`config.mk`:
```
export PLATFORM = sky130hd
export DESIGN_NAME = lcd_message_sequencer_flat
export DESIGN_NICKNAME = d
export VERILOG_FILES = /design/src/rtl/lcd_message_sequencer_if.sv /design/src/rtl/lcd_message_sequencer.sv /design/src/flat_wrapper.sv
export SDC_FILE = /design/constraint.sdc
export NUM_CORES = 1
export LEC_CHECK = 0
export ABC_CLOCK_PERIOD_IN_PS = 4090
export CAP_MARGIN = 10
export CORE_ASPECT_RATIO = 0.7
export CORE_MARGIN = 4
export CORE_UTILIZATION = 49
export DETAILED_ROUTE_END_ITERATION = 16
export GPL_TIMING_DRIVEN = 0
export HOLD_SLACK_MARGIN = 0.12
export PLACE_DENSITY_LB_ADDON = 0.12
export SLEW_MARGIN = 15
export SYNTH_ARGS = -nofsm -noshare
export SYNTH_HDL_FRONTEND = slang
export SYNTH_SLANG_ARGS = --single-unit
```
`constraint.sdc`:
```
create_clock -name clk_i -period 4.09 [get_ports clk_i]
set_input_delay 0.818 -clock clk_i [delete_from_list [all_inputs] [get_ports clk_i]]
set_output_delay 0.818 -clock clk_i [all_outputs]
set_load 0.01 [all_outputs]
```
`src/rtl/lcd_message_sequencer_if.sv`:
```
// Handshake and BRAM/LCD bus bundle between the message sequencer and its neighbours.
interface lcd_message_sequencer_if;
  logic        start;
  logic        send_lower;
  logic        send_upper;
  logic [7:0]  char_data;
  logic [10:0] bram_addr;
  logic        fsm_enable;
  logic        lcd_rs;
  logic [3:0]  lcd_data;
  logic        busy;
  logic        done;

  modport slave (
    input  start, send_lower, send_upper, char_data,
    output bram_addr, fsm_enable, lcd_rs, lcd_data, busy, done
  );

  modport master (
    output start, send_lower, send_upper, char_data,
    input  bram_addr, fsm_enable, lcd_rs, lcd_data, busy, done
  );
endinterface

```
`src/rtl/lcd_message_sequencer.sv`:
```
// Walks a two-line message out of character BRAM as LCD nibbles, paced by the timing FSM.
module lcd_message_sequencer #(
  parameter int MSG_LEN  = 32,
  parameter int LINE_LEN = 16
) (
  input logic                     clk_i,
  input logic                     reset_i,
  lcd_message_sequencer_if.slave  bus
);

  localparam logic [2:0] S_IDLE   = 3'd0;
  localparam logic [2:0] S_CMD_L1 = 3'd1;
  localparam logic [2:0] S_LINE1  = 3'd2;
  localparam logic [2:0] S_CMD_L2 = 3'd3;
  localparam logic [2:0] S_LINE2  = 3'd4;
  localparam logic [2:0] S_FINISH = 3'd5;

  localparam bit          TWO_LINES   = (MSG_LEN > LINE_LEN);
  localparam logic [10:0] LINE1_LAST  = TWO_LINES ? 11'(LINE_LEN - 1) : 11'(MSG_LEN - 1);
  localparam logic [10:0] MSG_LAST    = 11'(MSG_LEN - 1);
  localparam logic [10:0] LINE2_FIRST = 11'(LINE_LEN);

  logic [2:0]  state_q, state_d;
  logic [10:0] addr_q, addr_d;
  logic        flag_q, flag_d;
  logic        rs_q, rs_d;
  logic [3:0]  data_q, data_d;
  logic [7:0]  byte_d;
  logic        in_byte;

  assign in_byte = (state_q == S_CMD_L1) || (state_q == S_LINE1) ||
                   (state_q == S_CMD_L2) || (state_q == S_LINE2);

  always_comb begin
    state_d = state_q;
    addr_d  = addr_q;
    flag_d  = flag_q;
    // send_upper wins over a coincident send_lower
    if (in_byte) begin
      if (bus.send_upper) flag_d = 1'b0;
      else if (bus.send_lower) flag_d = 1'b1;
    end
    case (state_q)
      S_IDLE: begin
        if (bus.start) begin
          state_d = S_CMD_L1;
          addr_d  = '0;
          flag_d  = 1'b0;
        end
      end
      S_CMD_L1: begin
        if (bus.send_upper) begin
          state_d = S_LINE1;
          addr_d  = '0;
        end
      end
      S_LINE1: begin
        if (bus.send_upper) begin
          if (addr_q == LINE1_LAST) begin
            state_d = TWO_LINES ? S_CMD_L2 : S_FINISH;
            addr_d  = TWO_LINES ? addr_q : 11'd0;
          end else begin
            addr_d = addr_q + 11'd1;
          end
        end
      end
      S_CMD_L2: begin
        if (bus.send_upper) begin
          state_d = S_LINE2;
          addr_d  = LINE2_FIRST;
        end
      end
      S_LINE2: begin
        if (bus.send_upper) begin
          if (addr_q == MSG_LAST) begin
            state_d = S_FINISH;
            addr_d  = '0;
          end else begin
            addr_d = addr_q + 11'd1;
          end
        end
      end
      default: begin
        state_d = S_IDLE;
        addr_d  = '0;
        flag_d  = 1'b0;
      end
    endcase
  end

  // Output registers follow the next state so command nibbles appear on state entry.
  always_comb begin
    byte_d = 8'h00;
    case (state_d)
      S_CMD_L1: byte_d = 8'h80;
      S_CMD_L2: byte_d = 8'hC0;
      S_LINE1,
      S_LINE2:  byte_d = bus.char_data;
      default:  byte_d = 8'h00;
    endcase
    rs_d   = (state_d == S_LINE1) || (state_d == S_LINE2);
    data_d = flag_d ? byte_d[3:0] : byte_d[7:4];
  end

  always_ff @(posedge clk_i) begin
    if (reset_i) begin
      state_q <= S_IDLE;
      addr_q  <= '0;
      flag_q  <= 1'b0;
      rs_q    <= 1'b0;
      data_q  <= '0;
    end else begin
      state_q <= state_d;
      addr_q  <= addr_d;
      flag_q  <= flag_d;
      rs_q    <= rs_d;
      data_q  <= data_d;
    end
  end

  assign bus.bram_addr  = addr_q;
  assign bus.lcd_rs     = rs_q;
  assign bus.lcd_data   = data_q;
  assign bus.busy       = in_byte;
  assign bus.fsm_enable = in_byte;
  assign bus.done       = (state_q == S_FINISH);

endmodule
```
`src/flat_wrapper.sv`:
```
// flat-port wrapper written by rule: the top's interface ports become plain ports
module lcd_message_sequencer_flat 
#(
  parameter int MSG_LEN  = 32,
  parameter int LINE_LEN = 16
)
  (clk_i, reset_i, bus_start, bus_send_lower, bus_send_upper, bus_char_data, bus_bram_addr, bus_fsm_enable, bus_lcd_rs, bus_lcd_data, bus_busy, bus_done);
  lcd_message_sequencer_if bus_i ();
  input logic clk_i;
  input logic reset_i;
  input wire logic [$bits(bus_i.start)-1:0] bus_start;
  input wire logic [$bits(bus_i.send_lower)-1:0] bus_send_lower;
  input wire logic [$bits(bus_i.send_upper)-1:0] bus_send_upper;
  input wire logic [$bits(bus_i.char_data)-1:0] bus_char_data;
  output wire logic [$bits(bus_i.bram_addr)-1:0] bus_bram_addr;
  output wire logic [$bits(bus_i.fsm_enable)-1:0] bus_fsm_enable;
  output wire logic [$bits(bus_i.lcd_rs)-1:0] bus_lcd_rs;
  output wire logic [$bits(bus_i.lcd_data)-1:0] bus_lcd_data;
  output wire logic [$bits(bus_i.busy)-1:0] bus_busy;
  output wire logic [$bits(bus_i.done)-1:0] bus_done;
  assign bus_i.start = bus_start;
  assign bus_i.send_lower = bus_send_lower;
  assign bus_i.send_upper = bus_send_upper;
  assign bus_i.char_data = bus_char_data;
  assign bus_bram_addr = bus_i.bram_addr;
  assign bus_fsm_enable = bus_i.fsm_enable;
  assign bus_lcd_rs = bus_i.lcd_rs;
  assign bus_lcd_data = bus_i.lcd_data;
  assign bus_busy = bus_i.busy;
  assign bus_done = bus_i.done;
  lcd_message_sequencer #(.MSG_LEN(MSG_LEN), .LINE_LEN(LINE_LEN)) u_core (.clk_i(clk_i), .reset_i(reset_i), .bus(bus_i));
endmodule
```
Yosys cells after proc, flatten, opt, wreduce, memory -nomap -nowiden --
Index checks and enable logic that the tools add are counted. Widths: inputs -> output; s select.
Cells by class: add/sub/neg operators 1, multiply operators 0, div/mod/pow operators 0, order comparisons 0, equality and inequality tests 17, shifts and indexed selects 0, mux-type cells 23, bitwise logic cells 0, reductions and logical operators 8
Operators by type and width (count):
- $mux 11 | 7
- $pmux 11 s5 | 1
- $pmux 8 s3 | 1
- $mux 3 | 7
- $pmux 3 s5 | 1
- $eq 3x2->1 const B | 4
- $ne 2x2->1 const B | 6
- $add 11x1->11 const B | 1
- $eq 11x4->1 const B | 1
- $eq 11x5->1 const B | 1
- $eq 3x3->1 const B | 3
- $eq 3x1->1 const B | 2
- $reduce_and 6->1 | 1
- $logic_or 1x1->1 | 4
- $mux 1 | 4
- $mux 4 | 1
- $reduce_or 4->1 | 1
- $logic_not 3->1 | 1
- $pmux 1 s2 | 1
- $reduce_or 2->1 | 1
Storage, ports and cells: bits in registers 20, latch bits 0, RAM bits 0, ROM bits 0, bits of input ports 13, output and inout port bits 19, word-level logic and storage cells 54, memories 0

Logic depth before layout (Yosys ltp) --
Gate-level depths: netlist (run 1).
depth after elaboration 8, gate-level depth with buffers 6, gate-level depth less buffers 6

Worst setup path after synthesis (run 1) --
OpenSTA, ideal clock, no wires.
path type input -> register, from input bus_start, to register u_core.addr_q[2] (netlist: u_core.bus.bram_addr[2]), data arrival time 1.737 ns, required time 3.958 ns, slack 2.220 ns, cell stages on the path 5, buffers on the path 0, cells stage by stage or4_1 -> o31ai_2 -> a21oi_1 -> nand4b_1 -> a31oi_1
Between the ends: word-level cells in the longest chain between the ends 2
Ends and longest elaborated chain:
- start: declaration | line flat_wrapper.sv:11 | input wire logic [$bits(bus_i.start)-1:0] bus_start;
- $ne 2x2->1 (no source line)
- $reduce_and 6->1 (no source line)
- end signal: assignment | line lcd_message_sequencer.sv:114 | addr_q <= addr_d;
- end: declaration | line lcd_message_sequencer.sv:24 | logic [10:0] addr_q, addr_d;
Every way passes these cells. A chain may end at the register's enable or synchronous reset.

Worst setup path after layout (run 1) --
from register u_core.state_q[1], to output bus_fsm_enable
Between the ends: word-level cells in the longest chain between the ends 4
Ends and longest elaborated chain:
- start: declaration | line lcd_message_sequencer.sv:23 | logic [2:0] state_q, state_d;
- start signal: assignment | line lcd_message_sequencer.sv:113 | state_q <= state_d;
- $eq 3x1->1 or $eq 3x2->1 (tied branches) | line lcd_message_sequencer.sv:31 | assign in_byte = (state_q == S_CMD_L1) || (state_q == S_LINE1) ||
- $logic_or 1x1->1 (2 in series) | line lcd_message_sequencer.sv:31
- $logic_or 1x1->1 * | line lcd_message_sequencer.sv:32 | (state_q == S_CMD_L2) || (state_q == S_LINE2);
- end: declaration | line flat_wrapper.sv:16 | output wire logic [$bits(bus_i.fsm_enable)-1:0] bus_fsm_enable;
Every way passes the cells marked *; elsewhere a longest branch is shown, timed or not.

==> results of run 1 <==
[logic make-up after synthesis]
group / Yosys count / synth area share (%)
xor+xnor: 6 / 4.85
fa+ha+maj: 1 / 1.15
simple gates: 65 / 30.8
buf+inv: 10 / 4.16
mux: 5 / 4.62
compound gates: 23 / 17.4
flops: 20 / 37.0
[worst max-delay path by stage]
stage	start	to	slack, ns	cells past startpoint
after floorplan	bus_start	u_core.bus.bram_addr[2]	2.22	5
after detailed placement	bus_send_upper	u_core.bus.bram_addr[2]	1.58	5
after global placement	bus_send_upper	u_core.bus.bram_addr[2]	1.54	5
after global routing	u_core.state_q[0]	bus_fsm_enable	1.32	5
final	u_core.state_q[1]	bus_fsm_enable	1.43	5
after CTS	u_core.state_q[0]	bus_fsm_enable	1.41	5
[registers in the layout (all words and copies together), names as in the netlist]
register and cells:
u_core.bus.lcd_data 4, u_core.bus.lcd_rs 1, u_core.bus.bram_addr 11, u_core.flag_q 1, u_core.state_q 3
[routing by layer]
layer | GRT usage [%] | share of wire [%]
met1 | 26.9 | 47
met2 | 29.0 | 44
met3 | 7.66 | 9.6
met4 | 3.36 | 0
met5 | 0 | 0
[layout make-up]
class / instances / share of cell area [%]
multi-input cells: 100 / 43.5
flip-flops and latches: 20 / 27.3
repair buffers: 31 / 21.1
well taps: 30 / 2.56
clock buffers: 4 / 2.47
plain buffers: 6 / 2.05
inverters: 4 / 1.02
[power by group through the flow]
stage / combinational, mW / sequential (mW) / clock (mW)
after CTS: 0.0872 / 0.203 / 0.119
after floorplan: 0.0491 / 0.209 / 0
final: 0.0877 / 0.203 / 0.116
after global placement: 0.0852 / 0.207 / 0
after detailed placement: 0.0865 / 0.208 / 0
after global routing: 0.0952 / 0.204 / 0.129
[synth_stat cells, drive strengths merged (2+ instances only)]
master	n
nor4	4
or4	2
nor3	6
mux2i	5
nand3b	2
nand2	12
nor2	21
nand4	2
nand3	8
a31oi	5
nand2b	3
dfxtp	20
xnor2	5
clkbuf	2
nand4b	2
o32ai	2
a21oi	7
buf	4
inv	4
[worst max-delay path, delay by kind of cell (launching register included)]
| family | cells | cell delay (ns) |
|---|---|---|
| buffers and inverters | 3 | 0.77 |
| AND/OR/NAND/NOR | 2 | 0.46 |
| flip-flops | 1 | 0.31 |
[placed cells by master, fill, tap and decap left out, types with 5 or more instances in the layout]
cell	n
nor3_1	5
clkdlybuf4s50_1	31
a21oi_1	7
nand3_1	8
mux2i_1	5
dfxtp_1	20
xnor2_1	5
nand2_1	12
nor2_1	21
==> run metrics, run 1 <==
status finished clean; required time of the worst setup path 3.27 ns; post-synthesis cell area 1080 sq um; Setup crit end kind output port; Reg2Reg Setup Slack 2.11 ns; CTS resizes 0; kind of critical path flip-flop to output port; Pint 296 uW; drt drc 0; Post-synth EDFFs 0; post-synth top area share 37.0%; switching part of the total 27.1%; crit start category flip-flop; Starting Density 55.1%; clock buffer count from CTS 3; DP HPWL 2000 microns; sequential area share after synthesis 37.0%; Die ar. 3040 sq um; pre-CTS setup slack 1.58 ns; worst-margin pin slew 0.683 ns; Tcrit/Tclk final 65.1%; H-tree levels 1; DR pass1 iterations 4; Synthesized Nets 144; Finished Core Util 74.6%; ys flop type dfxtp_1; RSZ-0062 raised after global routing false; worst min path class flip-flop to flip-flop; Hold Path Stages 2; worst-path fanout max 10; Psw 110 uW; die width 64.2 microns; Slew headroom 54.4%; Tmin final 2.66 ns; CTS tree built; final setup fails 0; largest net degree at the start of global routing 12; n_diodes 0; CP max stage cell clkdlybuf4s50_1; vias in the first global route 971; Comb power frac 21.6%; Avg Inst Size Synth 8.33 sq um; Port Buffer Count 31; filler instances 157; CTS Buffer Depth 2; setup TNS 0 ns; VDD IR max 185 uV; Post-DP Area 1430 sq um; core area 1970 sq um; Reg power frac 50.0%; drt total wl 2670 microns; synthesized flop and latch total 20; Avg WL per Cell 13.7 microns; 1st-iter DRT viols 67; global-route wire length before repair 4490 microns; max_cap viols 0; final hold vios 0; row count 13; synthesis warning total 0; critical path arrival 1.85 ns; fraction of layout cells with a size suffix above 1 10.3%; hold_buf cts 0; TritonCTS Sinks 20; clock root cell clkbuf_4; latest clock arrival within the worst-skew pair 0.30 ns; reg2reg end u_core.bus.bram_addr[2]; synth top area cells dfxtp_1 37%, nor2_1 7.3%, mux2i_1 4.6%; Syn-to-layout area delta 35.5%; Vias/cell 5.66; Final Power 406 uW; Reg area 400 sq um; Worst-path clk slew 0.11 ns; chip height 47.3 microns; Static Leakage 0.519 nW; post-synthesis instance total 130; worst r2r src u_core.bus.bram_addr[0]; Synth area leader dfxtp_1; clock skew 0.00373 ns; R2R depth 6; Setup WS post-layout 1.43 ns; antenna viol nets, final 0; worst hold slack 0.527 ns; Clock Power Share 28.4%; CP Cell Sequence buf_2, nor3_1, nor2_1, buf_4, clkdlybuf4s50_1; Finished Layout Cells 195; area of the multi-input gates 638 sq um; RD Place Congestion 0.824; PD cells 277 nW/um^2; I/O pin count 32; Nets 180; dpl cells 191; ys async rst share 0%; Worst Hold Path EP u_core.bus.bram_addr[1]; Slew Viols, Final 0; vias post-DR 1103; Max Freq 375 MHz; initial antenna violation count 0; Setup Fix Bufs, Post-CTS 0; GRT overflow 0; Total GRT Usage 19.4%; Hold Crit Start u_core.bus.bram_addr[1]; post-route cell area 1470 sq um; Distinct cells, synth 37; CP peak stage delay 0.47 ns
No activity file was read; power rests on OpenSTA's default activity.
==> run 2: changes to the inputs <==
ABC_CLOCK_PERIOD_IN_PS = 2500   (was 4090)
CORE_UTILIZATION = 46   (was 49)
clock period = 2.5 ns   (was 4.09 ns; I/O delays follow)
==> run metrics, run 2 (synthesis results as in run 1) <==
Avg WL per Cell 13.2 microns (was 13.7 microns); Tcrit/Tclk final 94.5%; I/O pin count 32 (unchanged); CTS tree built (unchanged); worst-path fanout max 10 (unchanged); Worst-path clk slew 0.12 ns (was 0.11 ns); worst-margin pin slew 0.631 ns (was 0.683 ns); Tmin final 2.36 ns; M1 GR Usage 25.5% (was 26.9%); most common cell after layout, fill and taps aside clkdlybuf4s50_1 (unchanged); drt total wl 2600 microns (was 2670 microns); RSZ-0062 raised after global routing false (unchanged); fraction of layout cells with a size suffix above 1 10.3% (unchanged); Largest register FFs 11 (unchanged); n_diodes 0 (unchanged); hold_buf cts 0 (unchanged); DP HPWL 1990 microns (was 2000 microns); Vias/cell 5.49 (was 5.66); clock buffer count from CTS 3 (unchanged); largest net degree at the start of global routing 12 (unchanged); row count 14 (was 13); core area 2190 sq um (was 1970 sq um); required time of the worst setup path 2.00 ns (was 3.27 ns); clock skew 0.00589 ns (was 0.00373 ns); clock root cell clkbuf_4 (unchanged); antenna viol nets, final 0 (unchanged); post-route cell area 1470 sq um (about the same); TritonCTS Sinks 20 (unchanged); Slew headroom 57.9% (was 54.4%); initial antenna violation count 0 (unchanged); H-tree levels 1 (unchanged); die width 66.0 microns (was 64.2 microns); kind of critical path flip-flop to output port (unchanged); Syn-to-layout area delta 35.7% (was 35.5%); CTS resizes 0 (unchanged); Nets 180 (unchanged); worst min path class flip-flop to flip-flop (unchanged); RD Place Congestion 0.793 (was 0.824); Static Leakage 0.519 nW (unchanged); VDD IR max 306 uV (was 185 uV); vias in the first global route 985 (was 971); Starting Density 49.5% (was 55.1%); final hold vios 0 (unchanged); Max Freq 423 MHz; Total GRT Usage 18.2% (was 19.4%); most frequent cells in the layout 31 x clkdlybuf4s50_1, 21 x nor2_1, 20 x dfxtp_1 (unchanged); status finished clean (unchanged); setup TNS 0 ns (unchanged); filler instances 196 (was 157); GRT overflow 0 (unchanged); worst hold slack 0.535 ns (was 0.527 ns); area of the multi-input gates 638 sq um (unchanged); met3 Use GR 6.71% (was 7.66%); grt peak-use layer met1 (was met2); grt met2 use 25.5% (was 29.0%); latest clock arrival within the worst-skew pair 0.31 ns (was 0.30 ns); max_cap viols 0 (unchanged); Setup Fix Bufs, Post-CTS 0 (unchanged); CTS Buffer Depth 2 (unchanged); Setup crit end kind output port (unchanged); chip height 48.6 microns (was 47.3 microns); 1st-iter DRT viols 86 (was 67); crit start category flip-flop (unchanged); Post-DP Area 1430 sq um (about the same); Die ar. 3210 sq um (was 3040 sq um); Reg area 400 sq um (unchanged); PD cells 455 nW/um^2 (was 277 nW/um^2); Slew Viols, Final 0 (unchanged); final setup fails 0 (unchanged); Port Buffer Count 31 (unchanged); critical path arrival 1.86 ns (was 1.85 ns); drt drc 0 (unchanged); vias post-DR 1082 (was 1103); DR pass1 iterations 4 (unchanged); global-route wire length before repair 4550 microns (was 4490 microns)
[run 2: per-stage QoR]
stage | power (mW) | utilization [%] | worst slack [ns] | std cells
after floorplan | 0.422 | - | 0.853 | 130
after global placement | 0.479 | 65.5 | 0.288 | 193
after detailed placement | 0.481 | 65.5 | 0.313 | 193
after CTS | 0.674 | 67.1 | 0.123 | 197
after global routing | 0.710 | 67.1 | 0.0175 | 197
final | 0.669 | 67.1 | 0.138 | 197
[run 2: per-layer routing]
| layer | share of wire [%] | wire (microns) |
|---|---|---|
| met2 | 43 | 1120 |
| met3 | 8.0 | 209 |
| met1 | 47 | 1230 |
| met5 | 0 | 0 |
| met4 | 2.0 | 51 |
[run 2: final timing paths]
kind / slack, ns / startpoint / end / depth (start not counted)
worst min register to register: 0.53 / u_core.bus.bram_addr[0] / u_core.bus.bram_addr[0] / 2
worst max-delay path: 0.14 / u_core.state_q[1] / bus_fsm_enable / 5
worst max register to register: 0.58 / u_core.bus.bram_addr[0] / u_core.bus.bram_addr[1] / 6
worst min-delay path: 0.53 / u_core.bus.bram_addr[0] / u_core.bus.bram_addr[0] / 2
[run 2: area by class of cell]
class                   count  area share [%]
well taps                  32            2.72
flip-flops and latches     20            27.2
plain buffers               6            2.04
multi-input cells         100            43.4
clock buffers               4            2.47
inverters                   4            1.02
repair buffers             31            21.1
[run 2: worst max-delay path, cell delays in order, from the launching register on]
cell             delay, ns
dfxtp_1               0.32
buf_2                 0.16
nor3_1                0.35
nor2_1                0.10
buf_4                 0.15
clkdlybuf4s50_1       0.46
[run 2: power by group]
part	internal [mW]	switching [mW]	leakage, nW
Clock	0.0891	0.105	0.0210
Combinational	0.0678	0.0743	0.336
Sequential	0.328	0.00450	0.162
Total	0.485	0.184	0.519
